## config.mk

```make
export PLATFORM = sky130hd
export DESIGN_NAME = ahb_spi_slave
export DESIGN_NICKNAME = d
export VERILOG_FILES = /design/src/rtl/ahb_spi_pkg.sv /design/src/rtl/spi_shift_engine.sv /design/src/rtl/ahb_spi_slave.sv
export SDC_FILE = /design/constraint.sdc
export NUM_CORES = 1
export LEC_CHECK = 0
export BUFFER_PORTS_ARGS = -buffer_cell sky130_fd_sc_hd__clkbuf_2
export CORE_MARGIN = 8
export CORE_UTILIZATION = 46
export CTS_CLUSTER_SIZE = 25
export DETAILED_ROUTE_END_ITERATION = 6
export PLACE_DENSITY = 0.82
export SLEW_MARGIN = 20
export SYNTH_ARGS = -nofsm -noshare
export SYNTH_HDL_FRONTEND = slang
export SYNTH_SLANG_ARGS = --single-unit
```

## constraint.sdc

```tcl
create_clock -name HCLK -period 1.7 [get_ports HCLK]
set_input_delay 0.255 -clock HCLK [delete_from_list [all_inputs] [get_ports HCLK]]
set_output_delay 0.255 -clock HCLK [all_outputs]
set_load 0.05 [all_outputs]
```

## src/rtl/ahb_spi_pkg.sv

```systemverilog
// Shared definitions for the AHB-Lite SPI master slave.
//   - Word-index constants for the register map (HADDR[4:2]).
//   - Shift engine FSM state encoding.
//   - SPI_BITS: bits per SPI transfer.
package ahb_spi_pkg;

    localparam logic [2:0] REG_START = 3'd0;
    localparam logic [2:0] REG_SS    = 3'd1;
    localparam logic [2:0] REG_READY = 3'd2;
    localparam logic [2:0] REG_DATA  = 3'd4;

    localparam int SPI_BITS = 8;

    typedef enum logic [1:0] {
        IDLE = 2'd0,
        LOW  = 2'd1,
        HIGH = 2'd2
    } spi_state_e;

endpackage

```

## src/rtl/spi_shift_engine.sv

```systemverilog
// Byte-wide SPI master shift engine, mode 0 (SCK idles low, MOSI changes on
// the falling edge, MISO sampled on the rising edge), MSB first.
// Ports:
//   HCLK, HRESET       clock, synchronous active-high reset
//   start              one-cycle request, honoured only while idle
//   tx_byte            byte loaded into the shifter on start
//   busy               high while a transfer is in progress
//   done_pulse         one-cycle pulse in the last cycle of a transfer
//   rx_byte            received byte, complete when done_pulse is high
//   SPI_SCK/MOSI/MISO  SPI pins (slave select is handled outside)
module spi_shift_engine
    import ahb_spi_pkg::*;
#(
    parameter int CLK_DIV = 8
) (
    input  logic                HCLK,
    input  logic                HRESET,
    input  logic                start,
    input  logic [SPI_BITS-1:0] tx_byte,
    output logic                busy,
    output logic                done_pulse,
    output logic [SPI_BITS-1:0] rx_byte,
    output logic                SPI_SCK,
    output logic                SPI_MOSI,
    input  logic                SPI_MISO
);

    localparam int DIV_W = $clog2(CLK_DIV);
    localparam int CNT_W = $clog2(SPI_BITS);
    localparam logic [DIV_W-1:0] DIV_LAST = DIV_W'(CLK_DIV - 1);
    localparam logic [CNT_W-1:0] BIT_LAST = CNT_W'(SPI_BITS - 1);

    spi_state_e          state;
    spi_state_e          state_next;
    logic [DIV_W-1:0]    div_cnt;
    logic [CNT_W-1:0]    bit_cnt;
    logic [SPI_BITS-1:0] shift_reg;
    logic [SPI_BITS-1:0] rx_shift;
    logic                phase_end;

    // Last HCLK cycle of the current SCK half-period.
    assign phase_end = (div_cnt == DIV_LAST);
    assign busy      = (state != IDLE);
    assign rx_byte   = rx_shift;

    always_ff @(posedge HCLK) begin
        if (HRESET) begin
            state <= IDLE;
        end else begin
            state <= state_next;
        end
    end

    always_comb begin
        state_next = state;
        done_pulse = 1'b0;
        case (state)
            IDLE: begin
                if (start) begin
                    state_next = LOW;
                end
            end
            LOW: begin
                if (phase_end) begin
                    state_next = HIGH;
                end
            end
            HIGH: begin
                if (phase_end) begin
                    if (bit_cnt == BIT_LAST) begin
                        state_next = IDLE;
                        done_pulse = 1'b1;
                    end else begin
                        state_next = LOW;
                    end
                end
            end
            default: state_next = IDLE;
        endcase
    end

    // Control and pin registers; these carry the reset values seen on the pins.
    always_ff @(posedge HCLK) begin
        if (HRESET) begin
            div_cnt  <= '0;
            bit_cnt  <= '0;
            SPI_SCK  <= 1'b0;
            SPI_MOSI <= 1'b0;
        end else begin
            case (state)
                IDLE: begin
                    if (start) begin
                        div_cnt  <= '0;
                        bit_cnt  <= '0;
                        SPI_MOSI <= tx_byte[SPI_BITS-1];
                    end
                end
                LOW: begin
                    if (phase_end) begin
                        div_cnt <= '0;
                        SPI_SCK <= 1'b1;
                    end else begin
                        div_cnt <= div_cnt + DIV_W'(1);
                    end
                end
                HIGH: begin
                    if (phase_end) begin
                        div_cnt <= '0;
                        SPI_SCK <= 1'b0;
                        if (bit_cnt != BIT_LAST) begin
                            bit_cnt  <= bit_cnt + CNT_W'(1);
                            // shift_reg[MSB] is the bit just sent; the next one sits below it.
                            SPI_MOSI <= shift_reg[SPI_BITS-2];
                        end
                    end else begin
                        div_cnt <= div_cnt + DIV_W'(1);
                    end
                end
                default: begin
                    div_cnt <= '0;
                end
            endcase
        end
    end

    // Data shifters; contents are meaningless until a transfer loads them.
    always_ff @(posedge HCLK) begin
        if (state == IDLE && start) begin
            shift_reg <= tx_byte;
        end
        if (state == LOW && phase_end) begin
            rx_shift <= {rx_shift[SPI_BITS-2:0], SPI_MISO};
        end
        if (state == HIGH && phase_end && bit_cnt != BIT_LAST) begin
            shift_reg <= {shift_reg[SPI_BITS-2:0], 1'b0};
        end
    end

endmodule

```

## src/rtl/ahb_spi_slave.sv

```systemverilog
// AHB-Lite slave exposing a byte-wide SPI master through four word registers
// (START, SS, READY, DATA). Zero wait states, always OKAY. Slave select is
// driven purely by software through the SS register.
// Ports:
//   HCLK, HRESET                   clock, synchronous active-high reset
//   HSEL, HADDR, HTRANS, HWRITE,
//   HSIZE, HWDATA, HREADY          AHB-Lite slave inputs (HSIZE ignored)
//   HRDATA, HREADYOUT, HRESP       AHB-Lite slave outputs
//   SPI_SCK, SPI_CS_N, SPI_MOSI,
//   SPI_MISO                       SPI master pins
module ahb_spi_slave
    import ahb_spi_pkg::*;
#(
    parameter int CLK_DIV = 8
) (
    input  logic        HCLK,
    input  logic        HRESET,
    input  logic        HSEL,
    input  logic [31:0] HADDR,
    input  logic [1:0]  HTRANS,
    input  logic        HWRITE,
    input  logic [2:0]  HSIZE,
    input  logic [31:0] HWDATA,
    input  logic        HREADY,
    output logic [31:0] HRDATA,
    output logic        HREADYOUT,
    output logic        HRESP,
    output logic        SPI_SCK,
    output logic        SPI_CS_N,
    output logic        SPI_MOSI,
    input  logic        SPI_MISO
);

    logic                addr_vld;
    logic                dp_vld;
    logic                dp_write;
    logic [2:0]          dp_idx;
    logic                wr_en;
    logic                start;
    logic                busy;
    logic                done_pulse;
    logic                done;
    logic                cs_n;
    logic [SPI_BITS-1:0] tx_hold;
    logic [SPI_BITS-1:0] rx_data;
    logic [SPI_BITS-1:0] rx_byte;
    logic                unused_bits;

    assign HREADYOUT = 1'b1;
    assign HRESP     = 1'b0;
    assign SPI_CS_N  = cs_n;

    assign unused_bits = ^{HSIZE, HADDR[31:5], HADDR[1:0], HTRANS[0], HWDATA[31:8]};

    // Address phase -> data phase.
    assign addr_vld = HSEL & HTRANS[1] & HREADY;

    always_ff @(posedge HCLK) begin
        if (HRESET) begin
            dp_vld   <= 1'b0;
            dp_write <= 1'b0;
            dp_idx   <= '0;
        end else if (HREADY) begin
            dp_vld   <= addr_vld;
            dp_write <= HWRITE;
            dp_idx   <= HADDR[4:2];
        end
    end

    // Writes commit on the last cycle of the data phase (HREADY high).
    assign wr_en = dp_vld & dp_write & HREADY;
    assign start = wr_en && (dp_idx == REG_START) && HWDATA[0] && !busy;

    always_ff @(posedge HCLK) begin
        if (HRESET) begin
            cs_n    <= 1'b1;
            tx_hold <= '0;
            rx_data <= '0;
            done    <= 1'b0;
        end else begin
            if (wr_en && dp_idx == REG_SS) begin
                cs_n <= HWDATA[0];
            end
            if (wr_en && dp_idx == REG_DATA && !busy) begin
                tx_hold <= HWDATA[SPI_BITS-1:0];
            end
            // start requires !busy and done_pulse only occurs while busy,
            // so the two never coincide.
            if (start) begin
                done <= 1'b0;
            end else if (done_pulse) begin
                done <= 1'b1;
            end
            if (done_pulse) begin
                rx_data <= rx_byte;
            end
        end
    end

    always_comb begin
        HRDATA = '0;
        if (dp_vld && !dp_write) begin
            case (dp_idx)
                REG_START: HRDATA[0]            = busy;
                REG_SS:    HRDATA[0]            = cs_n;
                REG_READY: HRDATA[0]            = done;
                REG_DATA:  HRDATA[SPI_BITS-1:0] = rx_data;
                default:   HRDATA               = '0;
            endcase
        end
    end

    spi_shift_engine #(
        .CLK_DIV (CLK_DIV)
    ) u_engine (
        .HCLK       (HCLK),
        .HRESET     (HRESET),
        .start      (start),
        .tx_byte    (tx_hold),
        .busy       (busy),
        .done_pulse (done_pulse),
        .rx_byte    (rx_byte),
        .SPI_SCK    (SPI_SCK),
        .SPI_MOSI   (SPI_MOSI),
        .SPI_MISO   (SPI_MISO)
    );

endmodule

```

Word level (Yosys, flattened, before mapping)
Index checks and enable logic that the tools add are counted.
Widths: inputs -> output; s select.
{"block": "totals", "reg_bits": 48, "inputBits": 75, "output_inout_bits": 37, "word_cells": 83}
{"block": "classes", "addsub": 2, "eq_ne": 12, "n_mux": 26, "bitwise": 4, "n_reduce_logical": 24}
{"operator": "$mux 7", "count": 3}
{"operator": "$mux 3", "count": 4}
{"operator": "$pmux 3 s2", "count": 2}
{"operator": "$logic_and 1x1->1", "count": 11}
{"operator": "$eq 3x3->1 const B", "count": 3}
{"operator": "$mux 1", "count": 9}
{"operator": "$mux 8", "count": 1}
{"operator": "$ne 2x1->1 const B", "count": 4}
{"operator": "$reduce_bool 2->1", "count": 4}
{"operator": "$add 3x1->3 const B", "count": 2}
{"operator": "$mux 2", "count": 3}
{"operator": "$pmux 2 s3", "count": 1}
{"operator": "$reduce_and 3->1", "count": 2}
{"operator": "$and 1x1->1", "count": 4}
{"operator": "$pmux 1 s2", "count": 2}
{"operator": "$pmux 1 s4", "count": 1}
{"operator": "$reduce_and 4->1", "count": 1}
{"operator": "$reduce_or 2->1", "count": 2}
{"operator": "$eq 3x1->1 const B", "count": 1}
{"operator": "$eq 3x2->1 const B", "count": 1}
{"operator": "$logic_not 3->1", "count": 1}
{"operator": "$ne 3x3->1 const B", "count": 1}
{"operator": "$eq 2x1->1 const B", "count": 1}
{"operator": "$eq 2x2->1 const B", "count": 1}
{"operator": "2 further kinds", "count": 3}

Logic depth before layout (Yosys ltp)
{"block": "logic_depth", "depth_word": 8, "depth_mapped": 7, "mapped_depth_nobuf": 6}

Hierarchy
Synthesis repeated with hierarchy kept, for this count alone.
{"block": "unflattened", "cells_unflattened": 243, "area_unflattened_um2": 2444.8}
{"module": "ahb_spi_slave", "instances": 1, "cells_per_inst": 134, "area_per_inst_um2": 1233.7, "seq_area_each_um2": 460.4}
{"module": "spi_shift_engine", "instances": 1, "cells_per_inst": 109, "area_per_inst_um2": 1211.2, "seq_area_each_um2": 640.6}

Worst setup path after synthesis
Ideal clock, no wire load.
{"block": "synth_timing", "kind": "reg-to-output", "start": "register u_engine.state[0]", "end": "output HRDATA[0]", "arrival_time_ns": 1.929, "t_required_ns": 1.445, "slack_ns": -0.484, "stages_incl_launch_ff": 7, "path_buffers": 0, "path_cell_list": "dfxtp_1 > inv_1 > ha_1 > or2_2 > a21oi_1 > o21bai_1 > a21oi_1"}
{"block": "synth_via", "elab_chain_len": 3}
{"element": "start: declaration", "line": "spi_shift_engine.sv:33", "source": "spi_state_e state;"}
{"element": "start signal: assignment", "line": "spi_shift_engine.sv:50", "source": "state <= state_next;"}
{"element": "$reduce_bool 2->1", "line": "spi_shift_engine.sv:43", "source": "assign busy = (state != IDLE);"}
{"element": "$pmux 1 s4", "line": "ahb_spi_slave.sv:103", "source": "case (dp_idx)"}
{"element": "$mux 8", "line": "ahb_spi_slave.sv:102", "source": "if (dp_vld && !dp_write) begin"}
{"element": "end: declaration", "line": "ahb_spi_slave.sv:25", "source": "output logic [31:0] HRDATA,"}
No other way between the ends.

Worst setup path after layout
{"block": "layout_timing", "start": "register u_engine.state[1]", "end": "output HRDATA[0]"}
Same word-level chain as after synthesis.

==> reports/results.ini <==
[routing]
vias=1615
dr.pass1.iters=4
drt_wl_total_mm=4.11
detail_route.iter0.violations=98
post_drt_wl_per_cell_um=12.0
vias_per_cell=4.71
drt.antenna.violating_nets=0
drc=0

[placed_design]
dpl_cell_area_mm2=0.00251
dp.cells=335
globalplace.congestion=0.812
port_buffers=28
hpwl_mm=3.15
post-place-ws_ns=0.0312

[setup_path]
cp.depth=7
critPathMaxStageDelay_ns=0.34
crit_path_end=HRDATA[0]
critPathKind=register to primary output
rr_startpoint=u_engine.div_cnt[0]$_SDFFE_PP0P_
rr_worst_depth=6
slowest_stage=dfxtp_2
rr_endpoint=u_engine.SPI_MOSI$_SDFFE_PP0P_
arrival_ns=1.61
reg2reg_slack_ns=0.13
crit_buf_inv=2
worstPathCellList=inv_2 -> ha_4 -> or2_4 -> a21oi_2 -> o21bai_2 -> a21oi_4 -> buf_12
worstPathMaxFanout=3
critical_path.startpoint=u_engine.state[1]$_SDFFE_PP0P_
crit_family=compound AO/OA/AOI/OAI gates
endpoint_kind=primary output
cp_data_required_time_ns=1.44
worst_setup_path_start_kind=register

[pwr]
pwr-share-seq_pct=55.4
p_int_w=0.00157
pwr-share-comb_pct=15.0
p_sw_share_pct=27.2
power.leakage_nw=1.10
p_clk_share_pct=29.6
peakVddDrop_mv=0.625
switchingPower_w=0.000585
p_per_area_mw_per_mm2=819

[status]
status=finished, violations left
violations=negative setup slack

[die]
start_util_pct=47.9
fp.dieW_um=86.4
num_io_pins=112
dieArea_mm2=0.00746
rows=25
coreArea_mm2=0.00475
die_h_um=86.4

[final_layout]
stdcell_count=343
final_area_mm2=0.00263
n_antenna_cell=0
final_nets=358
drive_gt1_share_pct=24.3
fin_util_pct=55.3
area_growth_pct=15.4

[global_route]
grt_pass1_vias=1555
grt_max_degree=15
antenna_found_initial=0
grt.overflow.total=0
grt_use_total_pct=11.3
grt_pass1_wl_mm=6.87

[sta]
period_share_pct=110
hold_viol=0
setup_viol=3
finClkSkew_ns=0.00647
min_period_ns=1.87
finalMaxSlewViolations=0
fin_hold_ws_ns=0.131
max_freq_mhz=536
finalWorstSetupSlack_ns=-0.165
rsz0062_at_grt=true

[clock_network]
clockRootBuffer=clkbuf_8
clk_path_buf_depth=2
cts.reportedPaths.clkPinSlew_ns=0.08
insertion_delay_ns=0.30
post_cts_buffers=0
hold_buffers=0
cts_tree=done
numCtsBuffers=5
cts_htree_levels=2
clkSinkCount=48

[synth]
avgSynthCellArea_um2=9.69
synthFlopType=dfxtp_1
ys_types=36
synth-seq-cells=48
syn-cell-area_mm2=0.00228
yosys_warnings=0
syn_inst=235
yosysSeqAreaShare_pct=48.4
synth_top_area_cell=dfxtp_1
synth_top_area_share_pct=29.9
ys_async_sr_fraction_pct=0
synth_edf_count=14
synth_area_leaders=dfxtp_1 30%, edfxtp_1 18%, buf_4 9.2%, mux2i_1 8.4%, nand2_1 6.6%

[run]
maxCapViolations=0

[hold_path]
hold_class=input port to register

==> layer usage <==
layer,vias up,GRT usage [%],part of all wire (%)
li1,820,-,-
met1,743,12.8,42
met2,47,19.0,48
met3,5,4.82,9.4
met4,0,2.97,0.97
met5,-,0,0
==> how the worst min path moves through the flow <==
stage                                        startpoint  cells after the start                             to
after floorplan                                SPI_MISO                      0  u_engine.rx_byte[0]$_DFFE_PP_
after global placement    u_engine.rx_byte[1]$_DFFE_PP_                      0  u_engine.rx_byte[2]$_DFFE_PP_
after detailed placement  u_engine.rx_byte[3]$_DFFE_PP_                      0  u_engine.rx_byte[4]$_DFFE_PP_
after CTS                                      SPI_MISO                      1  u_engine.rx_byte[0]$_DFFE_PP_
after global routing                           SPI_MISO                      1  u_engine.rx_byte[0]$_DFFE_PP_
final                                          SPI_MISO                      1  u_engine.rx_byte[0]$_DFFE_PP_
==> cells by family after synthesis <==
kind of cell,after synthesis,share of synthesized area (%)
adder cells (fa/ha/maj),8,4.40
buffers and inverters,37,10.8
multiplexers,21,9.51
AO/OA/AOI/OAI,27,7.58
flip-flops,48,48.4
AND/OR/NAND/NOR,92,19.1
other,2,0.330
==> area by class of cell <==
class,instances,area (µm²)
Fill cell,426,2130
Sequential cell,48,1100
Multi-Input combinational cell,174,1060
Timing Repair Buffer,41,283
Tap cell,67,83.8
Clock buffer,7,76.3
Inverter,5,18.8
Clock inverter,1,5.00
==> what timing repair did <==
action / CTS / global route
setup endpoints to repair: 8 / 10
pin swaps: 3 / 1
resized for setup: 15 / 1
==> cell usage in the layout, fill, tap and decap left out, drive strengths merged, types with 4 or more instances in the layout <==
master / n
nand2: 40
dfxtp: 34
clkbuf: 34
conb: 26
nor2: 22
mux2i: 19
edfxtp: 14
a21oi: 14
buf: 14
nand3: 9
and2: 8
ha: 8
o21ai: 8
inv: 4
==> worst reg2reg max path, delay by kind of cell (launching register included) <==
kind                     cells  cell delay (ns)
multiplexers                 1             0.22
AO/OA/AOI/OAI                1             0.27
flip-flops                   1             0.34
adder cells (fa/ha/maj)      2             0.47
AND/OR/NAND/NOR              2             0.21
==> power groups by stage <==
stage	combinational, W	sequential [W]	clock [W]
after floorplan	0.000296	0.00122	0
after global placement	0.000310	0.00122	0
after detailed placement	0.000313	0.00122	0
after CTS	0.000321	0.00119	0.000650
after global routing	0.000345	0.00120	0.000711
final	0.000323	0.00119	0.000637
==> synth_stat cells (2+ instances only) <==
master     n
nor2_1    20
inv_1      4
a21oi_1   14
and2_1     8
o21ai_0    6
mux2i_1   19
clkbuf_1   2
nand2_1   40
nor2_2     2
dfxtp_1   34
o21ai_2    2
conb_1     2
edfxtp_1  14
nand3_1    9
ha_1       8
buf_4     28
nand2b_1   3
o211a_1    2
==> per-stage QoR <==
step	TNS, ns	total power (W)
final	-0.170	0.00215
after floorplan	0	0.00151
after global routing	-1.06	0.00225
after detailed placement	0	0.00153
after CTS	-0.240	0.00216
after global placement	0	0.00153
Power figures use the tool's default switching activity.
